[config.mk]
export PLATFORM = sky130hd
export DESIGN_NAME = instr_intake_unit
export DESIGN_NICKNAME = d
export VERILOG_FILES = /design/src/rtl/instr_intake_unit_pkg.sv /design/src/rtl/instr_buffer_ram.sv /design/src/rtl/instr_intake_unit.sv
export SDC_FILE = /design/constraint.sdc
export NUM_CORES = 1
export LEC_CHECK = 0
export ABC_CLOCK_PERIOD_IN_PS = 4000
export CAP_MARGIN = 15
export CORE_AREA = 5 5 129 193
export DETAILED_ROUTE_END_ITERATION = 12
export DIE_AREA = 0 0 134 198
export GPL_TIMING_DRIVEN = 0
export PLACE_DENSITY = 0.74
export SYNTH_ARGS = -nofsm -noshare
export SYNTH_HDL_FRONTEND = slang
export SYNTH_SLANG_ARGS = --single-unit
export TNS_END_PERCENT = 50
[constraint.sdc]
create_clock -name clk -period 4 [get_ports clk]
set_input_delay 0.4 -clock clk [delete_from_list [all_inputs] [get_ports clk]]
set_output_delay 0.4 -clock clk [all_outputs]
set_load 0.02 [all_outputs]
[src/rtl/instr_intake_unit_pkg.sv]
// Shared types and constants for the instruction intake unit and the decode stage.
package instr_intake_unit_pkg;

  localparam int unsigned DefDataW = 32;
  localparam int unsigned DefPcW   = 3;

  typedef enum logic [1:0] {
    StIdle,
    StLoad,
    StIssue,
    StDone
  } state_e;

  // Opcode/funct fields as used by the processor decode stage.
  localparam logic [5:0] OpRtype   = 6'h00;
  localparam logic [5:0] OpBeq     = 6'h04;
  localparam logic [5:0] OpBne     = 6'h05;
  localparam logic [5:0] FunctAddu = 6'h21;
  localparam logic [5:0] FunctSubu = 6'h23;

endpackage

[src/rtl/instr_buffer_ram.sv]
// Instruction buffer: one synchronous write port, one combinational read port,
// synchronously cleared on reset.
module instr_buffer_ram #(
  parameter int unsigned DATA_W = 32,
  parameter int unsigned PC_W   = 3
) (
  input  logic              clk,
  input  logic              rst,
  input  logic              we,
  input  logic [PC_W-1:0]   waddr,
  input  logic [DATA_W-1:0] wdata,
  input  logic [PC_W-1:0]   raddr,
  output logic [DATA_W-1:0] rdata
);

  localparam int unsigned Depth = 1 << PC_W;

  logic [DATA_W-1:0] mem_q [Depth];

  always_ff @(posedge clk) begin
    if (rst) begin
      for (int unsigned i = 0; i < Depth; i++) begin
        mem_q[i] <= '0;
      end
    end else if (we) begin
      mem_q[waddr] <= wdata;
    end
  end

  assign rdata = mem_q[raddr];

endmodule

[src/rtl/instr_intake_unit.sv]
// Receives a block of instructions from the loader into a small buffer, then
// issues the buffered words in address order to the execute stage.
module instr_intake_unit
  import instr_intake_unit_pkg::*;
#(
  parameter int unsigned DATA_W = DefDataW,
  parameter int unsigned PC_W   = DefPcW
) (
  input  logic              clk,
  input  logic              rst,
  input  logic [DATA_W-1:0] instruct,
  input  logic              instruct_sig,
  input  logic [PC_W-1:0]   PC_initial,
  input  logic [PC_W-1:0]   MAX_PC,
  output logic              output_sig,
  output logic [PC_W-1:0]   PC_final,
  output logic              instruct_over,
  output logic              issue_valid,
  output logic [DATA_W-1:0] issue_instr,
  output logic [PC_W-1:0]   issue_pc,
  input  logic              issue_ready
);

  localparam logic [PC_W-1:0] PcOne = PC_W'(1);

  state_e          state_q, state_d;
  logic [PC_W-1:0] wr_ptr_q, wr_ptr_d;
  logic [PC_W-1:0] rd_ptr_q, rd_ptr_d;
  logic [PC_W-1:0] max_q, max_d;
  logic            rdy_q, rdy_d;

  logic              buf_we;
  logic [PC_W-1:0]   buf_waddr;
  logic [DATA_W-1:0] buf_rdata;

  instr_buffer_ram #(
    .DATA_W(DATA_W),
    .PC_W  (PC_W)
  ) u_buf (
    .clk  (clk),
    .rst  (rst),
    .we   (buf_we),
    .waddr(buf_waddr),
    .wdata(instruct),
    .raddr(rd_ptr_q),
    .rdata(buf_rdata)
  );

  always_comb begin
    state_d   = state_q;
    wr_ptr_d  = wr_ptr_q;
    rd_ptr_d  = rd_ptr_q;
    max_d     = max_q;
    buf_we    = 1'b0;
    buf_waddr = wr_ptr_q;

    unique case (state_q)
      StIdle: begin
        // PC_initial/MAX_PC are only honoured on this first strobe.
        if (instruct_sig) begin
          buf_we    = 1'b1;
          buf_waddr = PC_initial;
          max_d     = MAX_PC;
          if (PC_initial >= MAX_PC) begin
            state_d  = StIssue;
            rd_ptr_d = '0;
          end else begin
            wr_ptr_d = PC_initial + PcOne;
            state_d  = StLoad;
          end
        end
      end
      StLoad: begin
        if (instruct_sig) begin
          buf_we = 1'b1;
          if (wr_ptr_q == max_q) begin
            state_d  = StIssue;
            rd_ptr_d = '0;
          end else begin
            wr_ptr_d = wr_ptr_q + PcOne;
          end
        end
      end
      StIssue: begin
        if (issue_ready) begin
          if (rd_ptr_q == max_q) begin
            state_d = StDone;
          end else begin
            rd_ptr_d = rd_ptr_q + PcOne;
          end
        end
      end
      StDone: begin
      end
      default: state_d = StIdle;
    endcase

    rdy_d = (state_d == StIdle) || (state_d == StLoad);
  end

  always_ff @(posedge clk) begin
    if (rst) begin
      state_q  <= StIdle;
      wr_ptr_q <= '0;
      rd_ptr_q <= '0;
      max_q    <= '0;
      rdy_q    <= 1'b0;
    end else begin
      state_q  <= state_d;
      wr_ptr_q <= wr_ptr_d;
      rd_ptr_q <= rd_ptr_d;
      max_q    <= max_d;
      rdy_q    <= rdy_d;
    end
  end

  assign output_sig    = rdy_q;
  assign PC_final      = wr_ptr_q;
  assign instruct_over = (state_q == StIssue) || (state_q == StDone);
  assign issue_valid   = (state_q == StIssue);
  assign issue_instr   = issue_valid ? buf_rdata : '0;
  assign issue_pc      = issue_valid ? rd_ptr_q : '0;

endmodule

; ---- Yosys cells after proc, flatten, opt, wreduce, memory -nomap -nowiden
; Memories as Yosys holds them, arrays and structs flattened. A register that Yosys moved wholly into a read port is not among the register bits.
; Cells that the tools add are included.
[word_totals]
elab_cells = 70
ram_bits = 256
output_inout_bits = 41
ff_bits = 12
input_bits = 42
mem_count = 1
[mem_list]
columns = memory, words, width, read_ports, rd_clocked_by_memory_dff, wr, line_no
row1 = u_buf.mem_q, 8, 32, 1, 1, 8, instr_buffer_ram.sv:18  ; logic [DATA_W-1:0] mem_q [Depth];
[classes]
n_addsub = 3
n_mux = 35
n_reduce_logical = 11
eq_ne = 14
n_lt_le_gt_ge = 1
[op_table]
columns = cell, count
row1 = 32-bit 2-to-1 mux, 2
row2 = 3-bit 2-to-1 mux, 16
row3 = 32-bit OR reduction, 1
row4 = "2-bit inequality test, second input constant", 7
row5 = 2-bit 2-to-1 mux, 6
row6 = "3-bit by 1-bit adder with 3-bit output, second input constant", 3
row7 = 3-bit case mux with 3 select lines, 1
row8 = 1-bit 2-to-1 mux, 8
row9 = 7-bit AND reduction, 1
row10 = 3-bit equality test, 2
row11 = 2-bit case mux with 3 select lines, 1
row12 = 3-bit case mux with 2 select lines, 1
row13 = 5-bit AND reduction, 1
row14 = "2-bit by 1-bit equality test with 1-bit output, second input constant", 2
row15 = "2-bit equality test, second input constant", 2
row16 = 2-bit logical NOT, 2
row17 = 3-bit greater-or-equal comparator, 1
row18 = 3-bit nonzero test, 1
row19 = 1-bit logical OR, 2
row20 = "2-bit by 1-bit inequality test with 1-bit output, second input constant", 1
row21 = 2-bit AND reduction, 1
row22 = 2-bit nonzero test, 1
row23 = 2-bit OR reduction, 1

; ---- Logic depth before layout (Yosys ltp)
; Gate-level depths: netlist of run 1.
[logic_depth]
ltp_word = 8
mapped_depth = 8
ltp_nobuf = 7

; ---- Cells and area by module
; Synthesis of run 1 repeated with hierarchy kept, for this count alone.
[unflattened]
cells_unflattened = 869
hier_area_um2 = 12723.5
[by_module_without_submodules]
columns = mod, cells_each, instances, area_per_inst_um2, seq_area_each_um2
row1 = instr_buffer_ram, 729, 1, 11641.2, 7687.4
row2 = instr_intake_unit, 140, 1, 1082.3, 240.2

; ---- Worst setup path after synthesis of run 1
; No wires, ideal clock.
[synth_path]
path_kind = register -> register
start = register with a tool-made name
end = memory u_buf.mem_q[0][0], enable pin
arrival_ns = 1.901
path_stages_with_launch = 7
path_buffers = 1
required_ns = 3.625
setup_ns = 0.375
setup_slack_ns = 1.725
period_less_slack_ns = 2.275
cell_sequence = dfxtp_1 -> buf_6 -> nor3b_4 -> mux2i_1 -> nand2_1 -> nor2_1 -> or2_2
[synth_rtl]
columns = element, line_no
row1 = to (decl), instr_buffer_ram.sv:18

==> reports/metrics.cfg, run 1 <==
[synth]
synth_fa_ha_area_share_pct = 0.5014
yosys_warnings = 0
synth_mux_area_share_pct = 15.12
yosysUniqueCellTypes = 44
synthXorXnorAreaFrac_pct = 0.4212
yosys.area_share.simple_pct = 16.62
syn_avg_cell_area_um2 = 15.56
ys_seq_elements = 271
netlist_instances = 802
synth_area_leaders = edfxtp_1, and2_1, mux4_2, mux2i_1, dfxtp_1
synth_nets = 849
yosysSeqAreaShare_pct = 64.02
synth_compound_area_share_pct = 1.053
synth.top_cell.area_share_pct = 61.61
synth_top_area_cell = edfxtp_1
synth_area_mm2 = 0.01248
synth_top_family_by_area = simple AND/OR/NAND/NOR gates

[place]
dpl.hpwl_um = 16910
placed_area_mm2 = 0.01365
gp_congestion = 0.7899
place_ws_ps = 364.8
io_buffers = 82
dp_cells = 1164

[grt]
grt_pass1_vias = 7366
grt_start_max_net_pins = 33
grt_pass1_wl_um = 42200
met2_usage_pct = 39.55
use_met3_pct = 3.228
grtUsageMet1_pct = 25.49
track_usage_pct = 21.24
overflow = 0
grt_busiest_layer = met2
grt_antenna_before_repair = 0

[cts]
cts_buffer_depth = 3
clk_pin_slew_ps = 70
cts_resized = 0
cts_buffers = 25
cts_sinks = 271
htree_num_levels = 1
hold_buffers = 0
cts_tree = yes
clock_latency_ps = 530
cts_setup_buffers = 0
cts_root_buffer = clkbuf_16

[sta]
rsz0062_at_grt = false
slew_headroom_pct = 28.29
post-route-min-period_ps = 3668
setup-violations-final = 0
tns_ps = 0
fin_crit_sh_pct = 91.71
worst_slack_ps = 331.6
clock_skew_ps = 15.17
max_freq_ghz = 0.2726
drv_slew = 0
tightest_slew_ps = 1076
hold_viol = 0

[hold_path]
min_to = PC_final[0]
hold_start = PC_final[0]
hp-class = reg -> reg
hold_depth = 2

[die]
die-area_mm2 = 0.02653
fp-row-count = 68
core-area_mm2 = 0.02289
initial_utilization_pct = 54.52
die_h_um = 198
pin_count = 83
die_w_um = 134

[power]
powerDensity_mw_per_mm2 = 428.2
leakage_nw = 5.132
swShare_pct = 23.03
power_switching_mw = 1.419
peakVddDrop_v = 0.0003024
intPower_mw = 4.744
combPwrFrac_pct = 10.2
clkPwrFrac_pct = 35.9
seq_power_share_pct = 53.9
fin_total_pwr_mw = 6.164

[setup_path]
worstSetupStartpointType = register
reg2regPathDepth = 5
path_max_fanout = 10
reg2reg_to = u_buf.mem_q[0][9]
crit_type = reg -> out
arrival_ps = 3270
reg2reg_slack_ps = 980
cp.required_ps = 3600
crit_path_end_kind = primary output

[routing]
routed_via_density = 5.761
ant_nets = 0
num_vias = 6965
first_pass_iters = 5
drc = 0
routedWlPerCell_um = 23.14
drt_iter0_markers = 537
wl_um = 27980

[flow_run]
maxCapViolCount = 0

[finish]
stdcell_area_mm2 = 0.01440
antenna_cells = 0
fillCellCount = 1692
drive_gt1_share_pct = 18.73
nNetsFinal = 958
area_growth_pct = 15.37
stdcell_count = 1209

[status]
outcome = finished, final reports clean

critical path, stage by stage, from the launching register on:
cell             delay (ps)
dfxtp_1                 300
clkbuf_1                470
buf_1                   710
mux4_2                  350
mux2i_1                  70
nor2_1                  200
clkdlybuf4s50_1         650
placed cells by master (no fill, tap or decap), types with 14 or more instances in the layout:
cell type and instances:
clkbuf_2 14, clkdlybuf4s50_1 82, mux4_2 64, nor2_1 41
edfxtp_1 256, mux2i_1 40, dfxtp_1 15, and2_2 22
clkbuf_16 26, and2_1 237, clkbuf_1 26
power by group through the flow:
stage                     combinational, mW  sequential, mW  clock [mW]
after floorplan                       0.378            3.37           0
after global placement                0.626            3.38           0
after global routing                  0.679            3.34        2.36
final                                 0.626            3.32        2.21
after detailed placement              0.634            3.39           0
after CTS                             0.636            3.32        2.24
synthesized netlist by cell type, drive strengths merged:
cell,count
edfxtp,256
a21oi,6
nor2b,2
mux2i,40
a21o,1
ha,5
xnor2,3
nand2,2
mux2,4
and2,259
a31oi,1
nor2,48
buf,19
a311oi,1
nand4,1
nor3b,1
xor2,3
inv,4
mux4,64
a221o,2
o21ai,2
nand2b,5
or2,11
dfxtp,15
and3,2
o211ai,1
a22o,2
and2b,1
nand3b,1
clkbuf,31
nor4,1
o22ai,1
nor3,4
a211oi,1
or3b,1
a32o,1
state kept, by name (all words and copies together), names as in the netlist, named ones only:
signal and count:
max_q 3, u_buf.mem_q 256, output_sig 1, rd_ptr_q 3, PC_final 3
stage by stage:
stage	hold WS, ps	utilization, %
2_1_floorplan	488.3	-
3_3_place_gp	519.1	59.63
3_5_place_dp	521.6	59.63
4_1_cts	533.9	62.90
5_1_grt	559.5	62.90
6_report	528.3	62.90
layer usage:
layer | share of wire (%) | wire [µm]
met5 | 0 | 0
met3 | 5.9 | 1648
met1 | 37 | 10380
met2 | 55 | 15320
met4 | 2.3 | 632
cell type report:
type / count / area, µm² / area share, %
Buffer: 50 / 267.8 / 1.860
Clock buffer: 35 / 684.4 / 4.754
Clock inverter: 10 / 62.56 / 0.4346
Inverter: 4 / 15.01 / 0.1043
Multi-Input combinational cell: 477 / 4207 / 29.22
Sequential cell: 271 / 7988 / 55.49
Tap cell: 280 / 350.3 / 2.434
Timing Repair Buffer: 82 / 820.8 / 5.702
worst max-delay path by stage:
stage,startpoint,to,slack (ps),cells after the start
detailed placement,instruct_sig,u_buf.mem_q[0][14],360,6
global placement,instruct_sig,u_buf.mem_q[0][14],390,6
floorplan,register,u_buf.mem_q[0][0],1720,6
CTS,register,issue_instr[17],300,6
global route,register,issue_instr[0],240,6
finish,register,issue_instr[31],330,6
cell families (layout without fill, tap and decap cells):
group           count (synthesis)  count (layout)
mux                           108             108
simple gates                  339             339
compound gates                 19              19
xor+xnor                        6               6
flops                         271             271
fa+ha+maj                       5               5
buf+inv                        54             181
Note: power is estimated with default switching activity, not from simulation.
==> run 2: changes to the inputs <==
--- a/config.mk
+++ b/config.mk
@@ -5,13 +5,14 @@
 export SDC_FILE = /design/constraint.sdc
 export NUM_CORES = 1
 export LEC_CHECK = 0
-export ABC_CLOCK_PERIOD_IN_PS = 4000
+export ABC_CLOCK_PERIOD_IN_PS = 3800
 export CAP_MARGIN = 15
 export CORE_AREA = 5 5 129 193
 export DETAILED_ROUTE_END_ITERATION = 12
 export DIE_AREA = 0 0 134 198
 export GPL_TIMING_DRIVEN = 0
 export PLACE_DENSITY = 0.74
+export SKIP_LAST_GASP = 1
 export SYNTH_ARGS = -nofsm -noshare
 export SYNTH_HDL_FRONTEND = slang
 export SYNTH_SLANG_ARGS = --single-unit
==> constraint.sdc (replaced) <==
create_clock -name clk -period 3.8 [get_ports clk]
set_input_delay 0.38 -clock clk [delete_from_list [all_inputs] [get_ports clk]]
set_output_delay 0.38 -clock clk [all_outputs]
set_load 0.02 [all_outputs]
==> results of run 2 <==
Same layout as run 1 (identical final DEF). Status: finished, final reports clean.
Main changes from that run: setup slack after placement 364.8 ps -> 184.8 ps; setup slack after layout 331.6 ps -> 151.6 ps; hold slack 528.3 ps -> 521.0 ps; register-to-register setup slack 980 ps -> 780 ps; end point of the worst hold path PC_final[0] -> max_q[1]; total power 6.164 mW -> 6.488 mW; worst IR drop on VDD 0.0003024 V -> 0.0003183 V
==> run 3: changes to the inputs <==
--- a/config.mk
+++ b/config.mk
@@ -5,13 +5,12 @@
 export SDC_FILE = /design/constraint.sdc
 export NUM_CORES = 1
 export LEC_CHECK = 0
-export ABC_CLOCK_PERIOD_IN_PS = 3800
+export ABC_CLOCK_PERIOD_IN_PS = 3050
 export CAP_MARGIN = 15
-export CORE_AREA = 5 5 129 193
+export CORE_AREA = 5 5 131 195
 export DETAILED_ROUTE_END_ITERATION = 12
-export DIE_AREA = 0 0 134 198
-export GPL_TIMING_DRIVEN = 0
-export PLACE_DENSITY = 0.74
+export DIE_AREA = 0 0 136 200
+export PLACE_DENSITY = 0.76
 export SKIP_LAST_GASP = 1
 export SYNTH_ARGS = -nofsm -noshare
 export SYNTH_HDL_FRONTEND = slang
==> constraint.sdc (replaced) <==
create_clock -name clk -period 3.05 [get_ports clk]
set_input_delay 0.305 -clock clk [delete_from_list [all_inputs] [get_ports clk]]
set_output_delay 0.305 -clock clk [all_outputs]
set_load 0.02 [all_outputs]
==> run 3 against run 2 <==
Clock skew is 4.3 ps lower. Via count decreased by 3.4%. Die area up 2.5%. Final area increased by 0.97%. Flip-flop and latch count did not move. Total power is 26% higher. Critical path depth down 1. Cell count increased by 1.7%. Worst setup slack got worse by 21 ps.
==> reports/metrics.cfg, run 3 (synthesis results as in run 1) <==
[routing]
first_pass_iters = 5  ; unchanged
drt_iter0_markers = 447  ; -17%
routedWlPerCell_um = 21.88  ; -5.5%
num_vias = 6728  ; -3.4%
ant_nets = 0  ; unchanged
wl_um = 26910  ; -3.8%
drc = 0  ; unchanged
routed_via_density = 5.470  ; -5.1%

[finish]
multiInputGateArea_mm2 = 0.004212  ; +0.12%
stdcell_area_mm2 = 0.01454  ; +0.97%
drive_gt1_share_pct = 19.98  ; +1.2 points
largest_reg_flops = 256  ; unchanged
nNetsFinal = 939  ; -2.0%
layout_commonest_cell = edfxtp_1
final_cell_mix = edfxtp_1, and2_1, clkdlybuf4s50_1, mux4_2
seqCellArea_mm2 = 0.007994  ; about the same
fillCellCount = 1709  ; +1.0%
antenna_cells = 0  ; unchanged
largest-register = u_buf.mem_q
area_growth_pct = 16.50

[place]
gp_congestion = 0.7885  ; -0.18%
placed_area_mm2 = 0.01373  ; +0.62%
io_buffers = 82  ; unchanged
dpl.hpwl_um = 16250  ; -3.9%

[setup_path]
path_max_fanout = 14  ; +4
path_cells = bufbuf_16 -> mux4_2 -> mux2i_1 -> nor2_1 -> clkdlybuf4s50_1
arrival_ps = 2610  ; -660 ps
reg2reg_to = u_buf.mem_q[5][29]
reg2reg_slack_ps = 600
slowest_delay_ps = 550  ; -160 ps
reg2regPathDepth = 4  ; -1
crit_type = reg -> out
cp.required_ps = 2740
slowest_stage = mux4_2
worstSetupStartpointType = register
crit_path_end_kind = primary output

[sta]
setup-violations-final = 0  ; unchanged
clock_skew_ps = 10.85  ; -4.324 ps
max_freq_ghz = 0.3426
drv_slew = 0  ; unchanged
tns_ps = 0  ; unchanged
slew_headroom_pct = 38.75  ; +10 points
rsz0062_at_grt = false
tightest_slew_ps = 918.7  ; -156.9 ps
fin_crit_sh_pct = 95.71
hold_viol = 0  ; unchanged
post-route-min-period_ps = 2919

[die]
die_w_um = 136  ; +1.5%
initial_utilization_pct = 52.94  ; -1.6 points
fp-row-count = 69  ; +1.5%
die_h_um = 200  ; +1.0%
pin_count = 83  ; unchanged
die-area_mm2 = 0.02720  ; +2.5%
core-area_mm2 = 0.02357  ; +3.0%

[grt]
track_usage_pct = 20.47  ; -0.77 points
overflow = 0  ; unchanged
grt_pass1_wl_um = 42060  ; -0.34%
grt_pass1_vias = 7351  ; -0.20%
grt_antenna_before_repair = 1  ; +1
grt_start_max_net_pins = 33  ; unchanged

[power]
clkPwrFrac_pct = 36.2  ; +0.3 points
power_switching_mw = 1.875
powerDensity_mw_per_mm2 = 560.5
seq_power_share_pct = 53.6  ; -0.3 points
combPwrFrac_pct = 10.2  ; about the same
intPower_mw = 6.271
swShare_pct = 23.02
leakage_nw = 5.159  ; +0.54%
peakVddDrop_v = 0.0003965
fin_total_pwr_mw = 8.146

[flow_run]
maxCapViolCount = 0  ; unchanged

[hold_path]
hold_depth = 2
hold_start = rst
hp-class = in -> reg
min_to = max_q[2]

[cts]
hold_buffers = 0  ; unchanged
clock_latency_ps = 520  ; about the same
cts_tree = yes
cts_buffer_depth = 3  ; unchanged
htree_num_levels = 1  ; unchanged
cts_root_buffer = clkbuf_16
cts_buffers = 25  ; unchanged
clk_pin_slew_ps = 60  ; about the same
cts_sinks = 271  ; unchanged

[status]
outcome = finished, final reports clean

run 3: critical path, delay by kind of cell (launching register included):
family | cells | cell delay (ps)
flip-flops | 1 | 440
AND/OR/NAND/NOR | 1 | 50
buffers and inverters | 2 | 890
multiplexers | 2 | 700
run 3: area by class of cell:
cell class                 instances  area share, %
clock inverter                    13         0.6800
inverter                           4         0.1033
sequential                       271          55.00
multi-input combinational        477          28.97
tap                              319          2.746
clock buffer                      33          4.511
timing repair buffer             113          7.988
run 3: worst max-delay path by stage:
stage	depth (start not counted)	endpoint	start
global route	4	issue_instr[22]	register
detailed placement	6	u_buf.mem_q[5][15]	instruct_sig
global placement	6	u_buf.mem_q[5][17]	instruct_sig
floorplan	6	u_buf.mem_q[0][0]	register
finish	5	issue_instr[22]	register
CTS	5	issue_instr[28]	register
run 3: routing by layer:
metal | wire length, µm | share of wire [%] | track usage, % | vias to the layer above
li1 | - | - | - | 3127
met1 | 9938 | 37 | 25.12 | 3387
met2 | 15010 | 56 | 38.01 | 175
met3 | 1384 | 5.1 | 2.658 | 39
met4 | 573 | 2.1 | 5.603 | 0
met5 | 0 | 0 | 0 | -
run 3: power groups by stage:
| stage | registers (mW) | clock network [mW] | logic, mW |
|---|---|---|---|
| final | 4.37 | 2.95 | 0.829 |
| after global routing | 4.39 | 3.14 | 0.905 |
| after CTS | 4.37 | 3.00 | 0.847 |
| after detailed placement | 4.45 | 0 | 0.833 |
| after global placement | 4.44 | 0 | 0.820 |
| after floorplan | 4.42 | 0 | 0.496 |
run 3: repair_timing:
| item | 4_1_cts | 5_1_grt |
|---|---|---|
| buffers inserted | 1 | 0 |
| endpoints found under the setup margin | 4 | 0 |
| gates resized for setup | 1 | 0 |
run 3: stage by stage:
| stage | std cells | setup WS, ps | util, % | hold slack, ps |
|---|---|---|---|---|
| global placement | 1182 | 201.8 | 58.27 | 504.7 |
| CTS | 1230 | 62.52 | 61.67 | 437.6 |
| global route | 1230 | 3.196 | 61.67 | 450.0 |
| floorplan | 802 | 774.7 | - | 393.3 |
| finish | 1230 | 131.0 | 61.67 | 446.7 |
| detailed placement | 1182 | 160.6 | 58.27 | 513.7 |
==> RTL change, RTL diff (settings of run 1) <==
The 4 states of `state_e` get a one-hot encoding in 4 bits.
--- a/src/rtl/instr_intake_unit_pkg.sv
+++ b/src/rtl/instr_intake_unit_pkg.sv
@@ -5,9 +5,9 @@
   localparam int unsigned DefPcW   = 3;
 
-  typedef enum logic [1:0] {
-    StIdle,
-    StLoad,
-    StIssue,
-    StDone
+  typedef enum logic [3:0] {
+    StIdle  = 4'b0001,
+    StLoad  = 4'b0010,
+    StIssue = 4'b0100,
+    StDone  = 4'b1000
   } state_e;
 
Check against the original RTL: same outputs for any inputs over 4 cycles, from zero or initial values and one cycle with rst high; so few cycles prove little.
==> RTL change against run 1 <==
Wire length increased by 1.6%; total power decreased by 1.3%; cell count increased by 2.6%; sequential cell count increased by 2; clock power increased by 7%; setup slack got worse by 38 ps; synthesized area increased by 0.31%; critical path type unchanged; cell area increased by 0.69%.
==> RTL change: results (changes against run 1) <==
Run status
  • Status: finished clean (unchanged)

Global routing
  • Global-route wire length before repair: 43.7 mm (was 42.2 mm)
  • Met2 GRT Util: 0.407 (was 0.396)
  • M1 GR Usage: 0.261 (was 0.255)

Detailed routing
  • Initial DRC Count: 583 (was 537)
  • WL/cell: 22.9 um (was 23.1 um)

Synth
  • Post-synth top cells: and2_1, edfxtp_1, mux4_2 (was edfxtp_1, and2_1, mux4_2)
  • Dominant cells by area after synthesis: edfxtp_1, and2_1, mux4_2, mux2i_1, dfxtp_1 (unchanged)
  • Register area share after synthesis: 0.641 (was 0.640)

STA
  • Max-slew headroom: 0.285 (was 0.283)
  • Worst hold slack: 519 ps (was 528 ps)
  • Worst Skew: 5.98 ps (was 15.2 ps)

Power
  • Max VDD drop: 0.000395 V (was 0.000302 V)
  • P_leak: 5.10 nW (was 5.13 nW)
  • Switch Pwr: 0.00132 W (was 0.00142 W)
  • Comb. pwr: 0.000400 W (was 0.000626 W)
  • P_clk: 0.00237 W (was 0.00221 W)

Placed design
  • Post-DP HPWL: 17.4 mm (was 16.9 mm)

Hold path
  • Hold path startpoint: rst (was PC_final[0]$_SDFFE_PP0P_)
  • Worst Hold Class: in2reg (was reg2reg)

Final layout
  • Fin nets: 989 (was 958)
  • Layout cells sized above 1: 0.126 (was 0.187)
  • Filler cell count: 1,702 (was 1,692)

Worst setup path
  • Critical path arrival: 3310 ps (was 3270 ps)
  • Crit-path max cell delay: 650 ps (was 710 ps)
RTL change: cell count changes in the layout (fill, tap and decap cells not counted), sizes merged, moves of 5 or more:
cell,change
nand2,+9
nor2b,+6
nor2,+7
buf,-9
clkinv,+5
RTL change: stage by stage:
step	utilization	setup slack [ps]
global route	0.633	97.2
detailed placement	0.598	497
finish	0.633	294
CTS	0.633	231
global placement	0.598	545
floorplan	-	1660
RTL change: cells by family after synthesis:
| group | count (synthesis) | share of synthesized area |
|---|---|---|
| simple gates | 357 | 0.166 |
| xor+xnor | 6 | 0.00420 |
| flops | 273 | 0.641 |
| mux | 104 | 0.147 |
| compound gates | 32 | 0.0182 |
| buf+inv | 56 | 0.0177 |
| fa+ha+maj | 5 | 0.00500 |
RTL change: metal layers:
metal | vias up | part of all wire | wire [um]
met5 | - | 0 | 0
met4 | 0 | 0.022 | 624
met3 | 49 | 0.055 | 1570
met2 | 215 | 0.55 | 15600
met1 | 3627 | 0.37 | 10600
li1 | 3257 | - | -
RTL change: area by class of cell:
class,count,area [sq um],area share
repair buffers,82,821,0.0566
inverters,8,30.0,0.00207
flip-flops and latches,273,8030,0.554
clock inverters,19,178,0.0123
multi-input cells,504,4270,0.294
clock buffers,26,629,0.0434
well taps,280,350,0.0242
plain buffers,48,191,0.0132
RTL change: worst max path at each step:
stage	from	to	slack, ps	cells past startpoint
final	flip-flop	issue_instr[19]	290	6
after global routing	flip-flop	issue_instr[19]	100	6
after CTS	flip-flop	issue_instr[30]	230	6
after global placement	instruct_sig	u_buf.mem_q[2][17]$_SDFFCE_PN0P_	540	6
after detailed placement	instruct_sig	u_buf.mem_q[2][14]$_SDFFCE_PN0P_	500	6
after floorplan	state_q[0]$_SDFF_PP1_	u_buf.mem_q[0][0]$_SDFFCE_PN0P_	1660	5
